`src/rtl/dl_word_packer.sv`:
```
// Download byte-to-word packer: pairs download bytes into 16-bit words,
// buffers them in a small FIFO and issues them to SDRAM over req/ack.
module dl_word_packer #(
    parameter int unsigned FIFO_AW    = 2,
    parameter bit          BIG_ENDIAN = 1'b0
) (
    input  logic        clk_sys,
    input  logic        reset,
    input  logic        ioctl_download,
    input  logic        ioctl_wr,
    input  logic [24:0] ioctl_addr,
    input  logic [7:0]  ioctl_dout,
    output logic        mem_req,
    input  logic        mem_ack,
    output logic [23:0] mem_addr,
    output logic [15:0] mem_din,
    output logic [1:0]  mem_be,
    output logic        dl_busy,
    output logic        dl_done,
    output logic        overflow
);

    localparam int unsigned DEPTH = 1 << FIFO_AW;
    localparam int unsigned CW    = FIFO_AW + 1;

    typedef struct packed {
        logic [23:0] addr;
        logic [15:0] data;
        logic [1:0]  be;
    } word_t;

    typedef enum logic {ST_IDLE, ST_REQ} state_t;

    state_t             state;
    word_t              pend;
    word_t              pend_n;
    word_t              in_word;
    word_t              push_word;
    word_t              fifo_mem [DEPTH];
    logic               pend_valid;
    logic               pend_valid_n;
    logic               push_c;
    logic               pop_c;
    logic               wr_en;
    logic               dl_prev;
    logic               dl_rise;
    logic               dl_fall;
    logic               dl_armed;
    logic               fifo_empty;
    logic               fifo_full;
    logic               lane;
    logic [FIFO_AW-1:0] wr_ptr;
    logic [FIFO_AW-1:0] rd_ptr;
    logic [CW-1:0]      count;

    assign dl_rise    = ioctl_download & ~dl_prev;
    assign dl_fall    = ~ioctl_download & dl_prev;
    assign fifo_empty = (count == '0);
    assign fifo_full  = (count == CW'(DEPTH));
    assign pop_c      = (state == ST_IDLE) & ~fifo_empty;
    // A push into a full FIFO only lands if the head leaves in the same cycle
    assign wr_en      = push_c & (~fifo_full | pop_c);
    assign lane       = ioctl_addr[0] ^ BIG_ENDIAN;

    // Pending-slot merge/flush decision and the single FIFO push per cycle
    always_comb begin
        in_word      = '0;
        in_word.addr = ioctl_addr[24:1];
        if (lane) begin
            in_word.data[15:8] = ioctl_dout;
            in_word.be         = 2'b10;
        end else begin
            in_word.data[7:0]  = ioctl_dout;
            in_word.be         = 2'b01;
        end

        pend_n       = pend;
        pend_valid_n = pend_valid & ~dl_rise;
        push_c       = 1'b0;
        push_word    = pend;

        if (ioctl_wr) begin
            if (pend_valid_n && (pend.addr == in_word.addr) && ((pend.be & in_word.be) == 2'b00)) begin
                pend_n.data = pend.data | in_word.data;
                pend_n.be   = pend.be | in_word.be;
                if (pend_n.be == 2'b11) begin
                    push_c       = 1'b1;
                    push_word    = pend_n;
                    pend_valid_n = 1'b0;
                end
            end else begin
                push_c       = pend_valid_n;
                pend_n       = in_word;
                pend_valid_n = 1'b1;
            end
        end else if (dl_fall && pend_valid) begin
            push_c       = 1'b1;
            pend_valid_n = 1'b0;
        end
    end

    // FIFO storage (no reset needed, validity tracked by count)
    always_ff @(posedge clk_sys) begin
        if (wr_en) begin
            fifo_mem[wr_ptr] <= push_word;
        end
    end

    // Pending slot, FIFO pointers, download edge tracking and overflow flag
    always_ff @(posedge clk_sys or posedge reset) begin
        if (reset) begin
            pend       <= '0;
            pend_valid <= 1'b0;
            wr_ptr     <= '0;
            rd_ptr     <= '0;
            count      <= '0;
            dl_prev    <= 1'b0;
            overflow   <= 1'b0;
        end else begin
            pend       <= pend_n;
            pend_valid <= pend_valid_n;
            dl_prev    <= ioctl_download;
            if (wr_en) begin
                wr_ptr <= wr_ptr + FIFO_AW'(1);
            end
            if (pop_c) begin
                rd_ptr <= rd_ptr + FIFO_AW'(1);
            end
            case ({wr_en, pop_c})
                2'b10:   count <= count + CW'(1);
                2'b01:   count <= count - CW'(1);
                default: count <= count;
            endcase
            if (push_c && !wr_en) begin
                overflow <= 1'b1;
            end else if (dl_rise) begin
                overflow <= 1'b0;
            end
        end
    end

    // Output request FSM: one word in flight, req dropped for a cycle between words
    always_ff @(posedge clk_sys or posedge reset) begin
        if (reset) begin
            state    <= ST_IDLE;
            mem_req  <= 1'b0;
            mem_addr <= '0;
            mem_din  <= '0;
            mem_be   <= '0;
        end else begin
            case (state)
                ST_IDLE: begin
                    if (!fifo_empty) begin
                        mem_addr <= fifo_mem[rd_ptr].addr;
                        mem_din  <= fifo_mem[rd_ptr].data;
                        mem_be   <= fifo_mem[rd_ptr].be;
                        mem_req  <= 1'b1;
                        state    <= ST_REQ;
                    end
                end
                ST_REQ: begin
                    if (mem_ack) begin
                        mem_req <= 1'b0;
                        state   <= ST_IDLE;
                    end
                end
                default: state <= ST_IDLE;
            endcase
        end
    end

    // Busy status and single completion pulse once a finished download has drained
    always_ff @(posedge clk_sys or posedge reset) begin
        if (reset) begin
            dl_busy  <= 1'b0;
            dl_done  <= 1'b0;
            dl_armed <= 1'b0;
        end else begin
            dl_busy <= ioctl_download | pend_valid | ~fifo_empty | mem_req;
            dl_done <= 1'b0;
            if (dl_rise) begin
                dl_armed <= 1'b0;
            end else if (dl_fall) begin
                dl_armed <= 1'b1;
            end else if (dl_armed && !ioctl_download && !pend_valid && fifo_empty && !push_c && !mem_req) begin
                dl_done  <= 1'b1;
                dl_armed <= 1'b0;
            end
        end
    end

endmodule

```
`config.mk`:
```
export PLATFORM = sky130hd
export DESIGN_NAME = dl_word_packer
export DESIGN_NICKNAME = d
export VERILOG_FILES = /design/src/rtl/dl_word_packer.sv
export SDC_FILE = /design/constraint.sdc
export NUM_CORES = 1
export LEC_CHECK = 0
export BUFFER_PORTS_ARGS = -buffer_cell sky130_fd_sc_hd__buf_2
export CAP_MARGIN = 20
export CORE_MARGIN = 1
export CORE_UTILIZATION = 45
export DETAILED_ROUTE_END_ITERATION = 10
export PLACE_DENSITY = 0.59
export SLEW_MARGIN = 20
export SYNTH_ARGS = -nofsm -noshare
export SYNTH_HDL_FRONTEND = slang
export SYNTH_SLANG_ARGS = --single-unit
export TNS_END_PERCENT = 1
```
`constraint.sdc`:
```
create_clock -name clk_sys -period 9.35 [get_ports clk_sys]
set_clock_uncertainty 0.2 [all_clocks]
set_input_delay 1.4025 -clock clk_sys [delete_from_list [all_inputs] [get_ports clk_sys]]
set_output_delay 1.4025 -clock clk_sys [all_outputs]
set_load 0.03 [all_outputs]
```
==> results.ini, run 1 <==
[pwr]
vdd_drop_max_mv = 0.1937
power_frac_clock_pct = 29.7
power_frac_seq_pct = 43.0
share_comb_of_total_power_pct = 27.3
static-leakage-power_nw = 4.717
p_per_area_mw_per_mm2 = 316.8
p_int_mw = 2.738
power_switching_mw = 1.186
swShare_pct = 30.23

[critical_path]
startpoint = ioctl_addr[24]
crit_path_end_kind = flip-flop
cp_slowest_cell = nor4_1
crit_chain = buf_2, xor2_1, nor4_1, nand3_1, or2_1, o211ai_1, ha_1, fa_1, mux2_2
critPathRequiredTime_ns = 9.57
startpoint_type = input pin
critPathKind = in2reg
crit_fanout = 7
crit_arrival_ns = 4.15
slowest_delay_ns = 0.46
r2r-start = pend[41]

[synth]
synth_cell_types = 51
syn-cell-area_mm2 = 0.01067
async_flop_share_pct = 37.08
synth_cells = 549
yosysWarnings = 0
synth.area.top_cells = edfxtp_1 (47%), dfrtp_1 (23%), mux4_2 (8.9%), mux2_2 (4.9%), mux2_4 (3.1%)
synth-seq-cells = 267
ys_seq_area_share_pct = 70.53
synth_top_cell_by_area = edfxtp_1
syn_area_per_cell_um2 = 19.43
synth_top_area_share_pct = 47.30
synthFlopType = edfxtp_1
synth_edf_count = 168
synth_fp_nets = 595

[sta]
setup_slack_ns = 5.419
finalSetupViolCount = 0
setup_tns_ns = 0
hold_viol = 0
grt_setup_unrepaired = no
max_freq_ghz = 0.2544
final_max_slew_viol_count = 0
post-route-period-util_pct = 42.04
slew-limit-headroom_pct = 38.12
worst_slew_pin_slew_ns = 0.9282
timing.final.crit_period_ns = 3.931

[outcome]
status = finished, final reports clean

[place]
placed_cells = 928
port_buffers = 83
gp_congestion = 0.7997
pre_cts_slack_ns = 4.858
detailed_place_hpwl_um = 12710
place_area_mm2 = 0.01139

[route]
routedWlPerCell_um = 21.30
drt-pass1-iter-count = 4
first_iter_violations = 237
vias = 5288
drc = 0
ant_nets = 0
viasPerCell = 5.396
drt_wl_total_um = 20880

[min_path]
hp-class = reg2reg
min_from = mem_addr[5]

[cells_and_area]
design_area_mm2 = 0.01239
area_growth_pct = 16.13
nFillCells = 1806
layout.nets = 691
drive_above_1_share_pct = 40.78
diodes = 0
layout.cells.non_filler = 980

[clocking]
post_cts_buffers = 0
cts_resized = 0
htree_levels = 1
tritoncts = built
cts_buffer_depth = 3
clkTransAtPathRegs_ns = 0.06
clockRootBuffer = clkbuf_16
cts_sinks = 267
clk_latency_ns = 0.53
cts_hold_buf = 0
numCtsBuffers = 28

[run]
drv_cap = 0

[global_route]
grt_max_degree = 67
grt_pass1_wl_um = 33240
grt_pass1_vias = 5794
track_usage_pct = 18.01
grt.overflow.total = 0
antenna_found_initial = 0

[floorplanning]
die_w_um = 156.0
io-pin-count = 84
start_util_pct = 46.54
core-area_mm2 = 0.02292
die_area_mm2 = 0.02432
dieHeight_um = 156.0
placementRows = 55

-- flip-flops by register name, summed over array words and instances (netlist names) --
register	cells
count	3
dl_armed	1
dl_busy	1
dl_done	1
dl_prev	1
fifo_mem	168
mem_addr	24
mem_be	2
mem_din	16
mem_req	1
overflow	1
pend	42
pend_valid	1
rd_ptr	2
state	1
wr_ptr	2
-- worst max-delay path, delay by kind of cell --
| kind | cells | cell delay [ns] |
|---|---|---|
| AO/OA/AOI/OAI | 1 | 0.22 |
| XOR/XNOR | 1 | 0.14 |
| adder cells (fa/ha/maj) | 2 | 0.66 |
| buffers and inverters | 1 | 0.11 |
| multiplexers | 1 | 0.27 |
| AND/OR/NAND/NOR | 3 | 1.34 |
-- path summary, 6_finish.rpt --
path                                endpoint  slack (ns)  depth (start not counted)
min in group asynchronous       mem_addr[11]        0.68                          2
max in group asynchronous          rd_ptr[0]        6.93                          3
worst min register to register   mem_addr[5]        0.30                          1
worst min-delay path             mem_addr[5]        0.30                          1
worst max-delay path                count[1]        5.42                          9
worst max register to register      count[1]        5.91                          8
-- logic make-up after synthesis --
kind of cell | synth area share, %
multiplexers | 16.92
XOR/XNOR | 2.382
adder cells (fa/ha/maj) | 1.009
buffers and inverters | 1.842
flip-flops | 70.53
AND/OR/NAND/NOR | 2.475
AO/OA/AOI/OAI | 4.845
-- power groups by stage --
stage | registers, mW | clock network, mW | logic, mW
after detailed placement | 1.72 | 0 | 1.09
after floorplan | 1.85 | 0 | 0.630
after global routing | 1.72 | 1.24 | 1.15
after global placement | 1.70 | 0 | 1.08
after CTS | 1.69 | 1.19 | 1.10
final | 1.69 | 1.16 | 1.07
-- cell usage in the layout, fill, tap and decap left out, types with 3 or more instances in the layout --
| cell type | synthesis | final |
|---|---|---|
| a22o_1 | 16 | 16 |
| clkinv_1 | 0 | 6 |
| clkbuf_16 | 0 | 29 |
| xnor2_1 | 3 | 3 |
| nand2_1 | 9 | 9 |
| buf_2 | 8 | 83 |
| a21o_1 | 5 | 5 |
| dfrtp_1 | 99 | 97 |
| bufinv_16 | 0 | 5 |
| ha_1 | 7 | 7 |
| nor4_1 | 5 | 5 |
| o2111a_2 | 0 | 4 |
| inv_1 | 8 | 7 |
| a31o_2 | 9 | 9 |
| clkinv_2 | 0 | 5 |
| mux4_2 | 42 | 42 |
| o21ai_0 | 5 | 5 |
| xor2_1 | 26 | 26 |
| mux2_4 | 22 | 22 |
| edfxtp_1 | 168 | 168 |
| mux2_2 | 46 | 46 |
| a31o_1 | 7 | 7 |
| clkbuf_8 | 0 | 3 |
| a21oi_1 | 5 | 5 |
| buf_4 | 1 | 9 |
-- area by class of cell --
class                      instances  area, um2  area share, %
sequential                       267       7525          60.75
multi-input combinational        248       2962          23.91
clock buffer                      33      770.7          6.223
timing repair buffer              92      483.0          3.899
tap                              313      391.6          3.162
clock inverter                    19      221.5          1.788
inverter                           8      32.53         0.2627
-- metal layers --
layer | global-route usage [%] | wire, um | vias to the layer above
met5 | 0 | 0 | -
met1 | 24.44 | 9252 | 2767
met4 | 4.528 | 265 | 0
met3 | 2.583 | 898 | 21
met2 | 30.65 | 10460 | 132
li1 | - | - | 2368
-- per-stage QoR --
stage / util [%] / total power, mW / hold WS (ns)
2_1_floorplan: - / 2.482 / 0.2567
3_3_place_gp: 49.71 / 2.777 / 0.2762
3_5_place_dp: 49.72 / 2.808 / 0.2867
4_1_cts: 54.05 / 3.981 / 0.3030
5_1_grt: 54.05 / 4.110 / 0.3077
6_report: 54.05 / 3.924 / 0.2967
-- synth_stat cells (2+ instances only) --
library cell  count
o21ai_0           5
dfrtp_1          99
nor2_1            3
mux2_4           22
o211ai_1          2
edfxtp_1        168
or3_1             2
a22o_1           16
nor2b_1           3
a31o_2            9
a211oi_1          2
inv_1             8
nor3_1            2
nand2_1           9
xor2_1           26
buf_12            2
mux4_2           42
nor4_1            5
buf_2             8
buf_6             3
xnor2_1           3
clkbuf_1         11
ha_1              7
a21oi_1           5
a21o_1            5
a31o_1            7
and2_1            2
o2111a_1          4
mux2_2           46
nor4_2            2
(Power assumes the default switching activity.)
==> inputs of run 2 (changes only) <==
--- a/config.mk
+++ b/config.mk
@@ -10,7 +10,7 @@
 export CORE_MARGIN = 1
 export CORE_UTILIZATION = 45
 export DETAILED_ROUTE_END_ITERATION = 10
-export PLACE_DENSITY = 0.59
+export PLACE_DENSITY = 0.61
 export SLEW_MARGIN = 20
 export SYNTH_ARGS = -nofsm -noshare
 export SYNTH_HDL_FRONTEND = slang
==> constraint.sdc (replaced) <==
create_clock -name clk_sys -period 3.55 [get_ports clk_sys]
set_clock_uncertainty 0.2 [all_clocks]
set_input_delay 0.5325 -clock clk_sys [delete_from_list [all_inputs] [get_ports clk_sys]]
set_output_delay 0.5325 -clock clk_sys [all_outputs]
set_load 0.03 [all_outputs]
==> run 2 against run 1 <==
  * Clock power is 130% higher
  * Critical path depth up 2
  * Final area increased by 0.40%
  * Wire length decreased by 2.5%
  * Non-clock buffer count up 13
  * Die area unchanged
  * Power rose to 2.6 times the previous value
  * Sequential power increased to 2.6 times the previous value
  * Setup slack got worse by 5.2 ns
  * Core utilization up 0.22 points
  * Via count increased by 1.7%
  * Critical path type unchanged
==> results.ini, run 2 (same netlist as run 1, synthesis figures left out) <==
[floorplanning]
core-area_mm2 = 0.02292  ; unchanged
io-pin-count = 84  ; unchanged
die_w_um = 156.0  ; unchanged
dieHeight_um = 156.0  ; unchanged
die_area_mm2 = 0.02432  ; unchanged
placementRows = 55  ; unchanged
start_util_pct = 46.54  ; unchanged

[clocking]
cts_resized = 0  ; unchanged
cts_buffer_depth = 3  ; unchanged
clk_latency_ns = 0.52  ; about the same
numCtsBuffers = 27  ; -3.6%
cts_sinks = 267  ; unchanged
htree_levels = 1  ; unchanged
clockRootBuffer = clkbuf_16
clkTransAtPathRegs_ns = 0.06  ; about the same
tritoncts = built

[route]
drt_wl_total_um = 20350  ; -2.5%
first_iter_violations = 322  ; +36%
vias = 5377  ; +1.7%
drt-pass1-iter-count = 5  ; +1
routedWlPerCell_um = 20.54  ; -3.6%
viasPerCell = 5.426  ; +0.55%
ant_nets = 0  ; unchanged
drc = 0  ; unchanged

[pwr]
p_per_area_mw_per_mm2 = 807.3  ; +150%
static-leakage-power_nw = 4.750  ; +0.68%
vdd_drop_max_mv = 0.4578  ; +140%

[critical_path]
r2r-start = pend[41]
crit_chain = dlygate4sd3_1, buf_2, ha_1, nand2b_4, nor4_2, nand4_4, or2_1, o211ai_1, ha_1, fa_1, mux2_2
cp_slowest_cell = dlygate4sd3_1
critPathKind = in2reg
critPathTopFamily = simple AND/OR/NAND/NOR gates
cp_common_cell = ha_1
r2r.worst_path.cells = 8  ; unchanged
slowest_delay_ns = 0.53  ; +0.07 ns
path_buf_inv = 2  ; +1
crit_path_end_kind = flip-flop
critPathRequiredTime_ns = 3.75  ; -5.82 ns
crit_arrival_ns = 3.50  ; -0.65 ns
crit_fanout = 4  ; -3
rrSetupSlack_ns = 0.46  ; -5.45 ns
startpoint_type = input pin
r2r-end = count[1]

[sta]
worst_slew_pin_slew_ns = 0.7418  ; -0.1864 ns
final_max_slew_viol_count = 0  ; unchanged
hold_viol = 0  ; unchanged
max_freq_ghz = 0.3036
slew-limit-headroom_pct = 50.55  ; +12 points
setup_tns_ns = 0  ; unchanged
holdWs_ns = 0.07394  ; -0.2227 ns
finalSetupViolCount = 0  ; unchanged
post-route-period-util_pct = 92.80
timing.final.crit_period_ns = 3.294
grt_setup_unrepaired = no

[min_path]
hp-class = in2reg
whs_path_depth = 2  ; +1
whs_endpoint = pend[31]
min_from = ioctl_addr[14]

[cells_and_area]
nFillCells = 1790  ; -0.89%
reg_top3 = fifo_mem: 168 flops, pend: 42 flops, mem_addr: 24 flops
layout.nets = 703  ; +1.7%
design_area_mm2 = 0.01244  ; +0.40%
area_growth_pct = 16.60
diodes = 0  ; unchanged
layout_common_cells = edfxtp_1 (168), dfrtp_1 (97), buf_2 (83)
final_util_pct = 54.27  ; +0.22 points
drive_above_1_share_pct = 41.15  ; +0.37 points
largest_reg_flops = 168  ; unchanged
layout.cells.non_filler = 991  ; +1.1%
largest-register = fifo_mem
layout_commonest_cell = edfxtp_1

[place]
detailed_place_hpwl_um = 12120  ; -4.7%
port_buffers = 83  ; unchanged
gp_congestion = 0.8415  ; +5.2%
place_area_mm2 = 0.01155  ; +1.4%
placed_cells = 939  ; +1.2%

[global_route]
grt.busiest_layer = met2
track_usage_pct = 17.61  ; -0.40 points
grt_max_degree = 54  ; -19%
globalRouteMet1Util_pct = 24.24  ; -0.20 points
grt_pass1_wl_um = 32460  ; -2.3%
antenna_found_initial = 0  ; unchanged
use_met2_pct = 29.61  ; -1.0 points
grt.overflow.total = 0  ; unchanged
grt_pass1_vias = 5674  ; -2.1%
use_met3_pct = 3.028  ; +0.44 points

[run]
drv_cap = 0  ; unchanged

[outcome]
status = finished, final reports clean

==> run 2: through the flow <==
stage / setup slack, ns / power, mW
after CTS: 0.2514 / 10.19
after detailed placement: 0.1479 / 7.471
final: 0.2557 / 10.04
after global placement: 0.1362 / 7.377
after floorplan: 0.2271 / 6.537
after global routing: 0.09128 / 10.53
==> run 2: power breakdown <==
group	internal [mW]	switching, mW
clock	1.59	1.11
combinational	1.31	1.59
sequential	4.06	0.377
total	6.96	3.08
==> run 2: routing by layer <==
metal / part of all wire (%) / up-vias
met5: 0 / -
met4: 1.2 / 0
met3: 5.3 / 21
met2: 50 / 151
met1: 44 / 2810
li1: - / 2395
==> run 2: worst max path at each step <==
stage | end | startpoint | cells past startpoint
6_report | count[1] | ioctl_download | 11
5_1_grt | count[1] | ioctl_download | 11
4_1_cts | count[1] | ioctl_download | 11
3_5_place_dp | count[1] | ioctl_addr[24] | 9
3_3_place_gp | count[1] | ioctl_addr[11] | 9
2_1_floorplan | count[0] | reset | 1
==> run 2: timing repair <==
| action | CTS | global route |
|---|---|---|
| setup buffers | 0 | 0 |
| hold buffers | 2 | 0 |
| endpoints found under the hold margin | 52 | 0 |
==> run 2: layout make-up <==
| cell class | instances | area (um2) | share of cell area, % |
|---|---|---|---|
| clock buffer | 42 | 823.3 | 6.620 |
| sequential | 267 | 7525 | 60.51 |
| multi-input combinational | 248 | 2959 | 23.80 |
| timing repair buffer | 105 | 660.6 | 5.312 |
| clock inverter | 8 | 43.79 | 0.3521 |
| inverter | 8 | 32.53 | 0.2616 |
| tap | 313 | 391.6 | 3.149 |
==> inputs of run 3 (changes only) <==
--- a/config.mk
+++ b/config.mk
@@ -5,6 +5,7 @@
 export SDC_FILE = /design/constraint.sdc
 export NUM_CORES = 1
 export LEC_CHECK = 0
+export ABC_AREA = 1
 export BUFFER_PORTS_ARGS = -buffer_cell sky130_fd_sc_hd__buf_2
 export CAP_MARGIN = 20
 export CORE_MARGIN = 1
==> run 3 against run 2 <==
  * Clock power is 7% higher
  * Largest power group unchanged
  * Critical path type unchanged
  * Sequential share of layout area is 1.6 points lower
  * Synthesized cell count is 87% higher
  * Hold slack worse by 0.026 ns
  * Final area is 2.7% higher
  * Via count is 37% higher
  * Largest cell class unchanged
  * Sequential power is 5.0% lower
==> results.ini, run 3 <==
[critical_path]
startpoint_type = input pin
slowest_delay_ns = 0.53  ; about the same
critPathKind = in2reg
critPathRequiredTime_ns = 3.76  ; about the same
critPathTopFamily = simple AND/OR/NAND/NOR gates
cp_slowest_cell = dlygate4sd3_1
crit_chain = dlygate4sd3_1, buf_2, ha_1, nor2_4, nand2_1, nor2_1, nand2_1, nor2_1, nand2_1, nor2_2, nand3_2, nand3_4, nand2_4, ha_1, fa_1, a21oi_1, o21ai_0, xor2_1
crit_fanout = 7  ; +3
path_buf_inv = 2  ; unchanged
crit_arrival_ns = 3.49  ; about the same
crit_path_end_kind = flip-flop
cp_common_cell = nand2_1

[synth]
synth_xor_area_share_pct = 0.8511  ; -1.5 points
async_flop_share_pct = 37.08  ; unchanged
synthTopCellsByCount = nor2_1 (234), nand2_1 (180), edfxtp_1 (168)
synth_compound_area_share_pct = 8.783  ; +3.9 points
synth_simple_gate_area_share_pct = 16.61  ; +14 points
yosysMostFrequentCell = nor2_1
ys_seq_area_share_pct = 68.23  ; -2.3 points
syn-cell-area_mm2 = 0.01103  ; +3.4%
synth_top_family_by_area = simple AND/OR/NAND/NOR gates
synth_cell_types = 34  ; -33%
synth.area.top_cells = edfxtp_1 (46%), dfrtp_1 (22%), nor2_1 (8.0%), nand2_1 (6.1%), o21ai_0 (3.9%)
synth.area.mux_share_pct = 0.1021  ; -17 points
synth-seq-cells = 267  ; unchanged
synth_top_cell_by_area = edfxtp_1
synth_top_area_share_pct = 45.76  ; -1.5 points
synth_fp_nets = 1074  ; +81%
synthFlopType = edfxtp_1
synth_cells = 1028  ; +87%
yosysWarnings = 0  ; unchanged
synth_edf_count = 168  ; unchanged
syn_area_per_cell_um2 = 10.73  ; -45%
synthAdderAreaFrac_pct = 0.9759  ; -0.033 points

[place]
gp_congestion = 0.7957  ; -5.4%
place_area_mm2 = 0.01182  ; +2.3%
port_buffers = 83  ; unchanged
pre_cts_slack_ns = 0.2840  ; +0.1361 ns
placed_cells = 1399  ; +49%
detailed_place_hpwl_um = 14550  ; +20%

[floorplanning]
die_area_mm2 = 0.02513  ; +3.3%
placementRows = 56  ; +1.8%
die_w_um = 158.5  ; +1.7%
io-pin-count = 84  ; unchanged
dieHeight_um = 158.5  ; +1.7%
start_util_pct = 46.42  ; -0.12 points
core-area_mm2 = 0.02375  ; +3.7%

[route]
viasPerCell = 5.045  ; -7.0%
first_iter_violations = 442  ; +37%
ant_nets = 0  ; unchanged
routedWlPerCell_um = 16.66  ; -19%
drt-pass1-iter-count = 5  ; unchanged
vias = 7340  ; +37%
drc = 0  ; unchanged
drt_wl_total_um = 24240  ; +19%

[cells_and_area]
area_growth_pct = 15.88
layout.cells.non_filler = 1455  ; +47%
layout_commonest_cell = nor2_1
reg_top3 = fifo_mem: 168 flops, pend: 42 flops, mem_addr: 24 flops
largest_reg_flops = 168  ; unchanged
drive_above_1_share_pct = 14.96  ; -26 points
nFillCells = 2057  ; +15%
multi_input_area_mm2 = 0.003040  ; +2.7%
largest-register = fifo_mem
design_area_mm2 = 0.01278  ; +2.7%
diodes = 0  ; unchanged
final_util_pct = 53.79  ; -0.48 points
regArea_mm2 = 0.007523  ; about the same
layout.nets = 1160  ; +65%
layout_common_cells = nor2_1 (233), nand2_1 (180), edfxtp_1 (168)

[sta]
holdWs_ns = 0.04842  ; -0.02552 ns
hold_viol = 0  ; unchanged
max_freq_ghz = 0.3046  ; +0.35%
post-route-period-util_pct = 92.47  ; -0.33 points
final_max_slew_viol_count = 0  ; unchanged
finalSetupViolCount = 0  ; unchanged
setup_tns_ns = 0  ; unchanged
timing.final.crit_period_ns = 3.283  ; -0.01158 ns
slew-limit-headroom_pct = 32.69  ; -18 points
setup_slack_ns = 0.2673  ; +0.01158 ns
worst_slew_pin_slew_ns = 1.010  ; +0.2678 ns
grt_setup_unrepaired = no

[clocking]
htree_levels = 1  ; unchanged
cts_sinks = 267  ; unchanged
post_cts_buffers = 0  ; unchanged
clk_latency_ns = 0.53  ; about the same
clkTransAtPathRegs_ns = 0.06  ; about the same
clockRootBuffer = clkbuf_16
cts_buffer_depth = 3  ; unchanged
tritoncts = built
numCtsBuffers = 29  ; +7.4%

[pwr]
p_total_mw = 10.12  ; +0.83%
p_per_area_mw_per_mm2 = 792.3  ; -1.9%
vdd_drop_max_mv = 0.4422  ; -3.4%
static-leakage-power_nw = 5.240  ; +10%

[global_route]
grt_pass1_wl_um = 38500  ; +19%
antenna_found_initial = 0  ; unchanged
track_usage_pct = 20.25  ; +2.6 points
grt_max_degree = 88  ; +63%
grt_pass1_vias = 7123  ; +26%
grt.overflow.total = 0  ; unchanged

[run]
drv_cap = 0  ; unchanged

[outcome]
status = finished, final reports clean

[min_path]
hp-class = in2reg

run 3: routing by layer:
layer  routed length, um  up-vias  track usage (%)
met5                   0        -                0
met4                 446        0            5.586
met3                1064       33            2.477
met2               11300      147            33.60
met1               11430     3551            28.15
li1                    -     3609                -
run 3: cell families after synthesis:
| group | count (synthesis) |
|---|---|
| XOR/XNOR | 9 |
| AO/OA/AOI/OAI | 175 |
| adder cells (fa/ha/maj) | 8 |
| buffers and inverters | 117 |
| AND/OR/NAND/NOR | 451 |
| multiplexers | 1 |
| flip-flops | 267 |
run 3: final cells by class:
| cell class | instances | share of cell area, % |
|---|---|---|
| Clock buffer | 37 | 6.072 |
| Clock inverter | 16 | 1.185 |
| Inverter | 72 | 2.135 |
| Multi-Input combinational cell | 644 | 23.80 |
| Sequential cell | 267 | 58.89 |
| Tap cell | 319 | 3.124 |
| Timing Repair Buffer | 100 | 4.799 |
run 3: path summary, 6_finish.rpt:
| path | from | to | slack [ns] | depth (start not counted) |
|---|---|---|---|---|
| hold reg to reg | pend[10] | pend[10] | 0.26 | 2 |
| hold / removal | ioctl_dout[0] | pend[10] | 0.05 | 3 |
| min in group asynchronous | reset | mem_din[14] | 0.49 | 3 |
| max in group asynchronous | reset | mem_addr[19] | 1.90 | 4 |
| setup reg to reg | dl_prev | count[2] | 0.58 | 17 |
| setup / recovery | ioctl_download | count[2] | 0.27 | 18 |
run 3: tightest hold or removal path: stages:
cell	delay (ns)
buf_2	0.09
nand2_1	0.06
nand2_1	0.06
run 3: power by group:
part / switching [mW] / internal (mW)
combinational: 2.11 / 0.897
sequential: 0.291 / 3.93
clock: 1.15 / 1.75
run 3: repair_timing:
item,CTS,global route
hold endpoints to repair,55,0
endpoints found under the setup margin,0,0
resized for setup,0,0
hold buffers,3,0
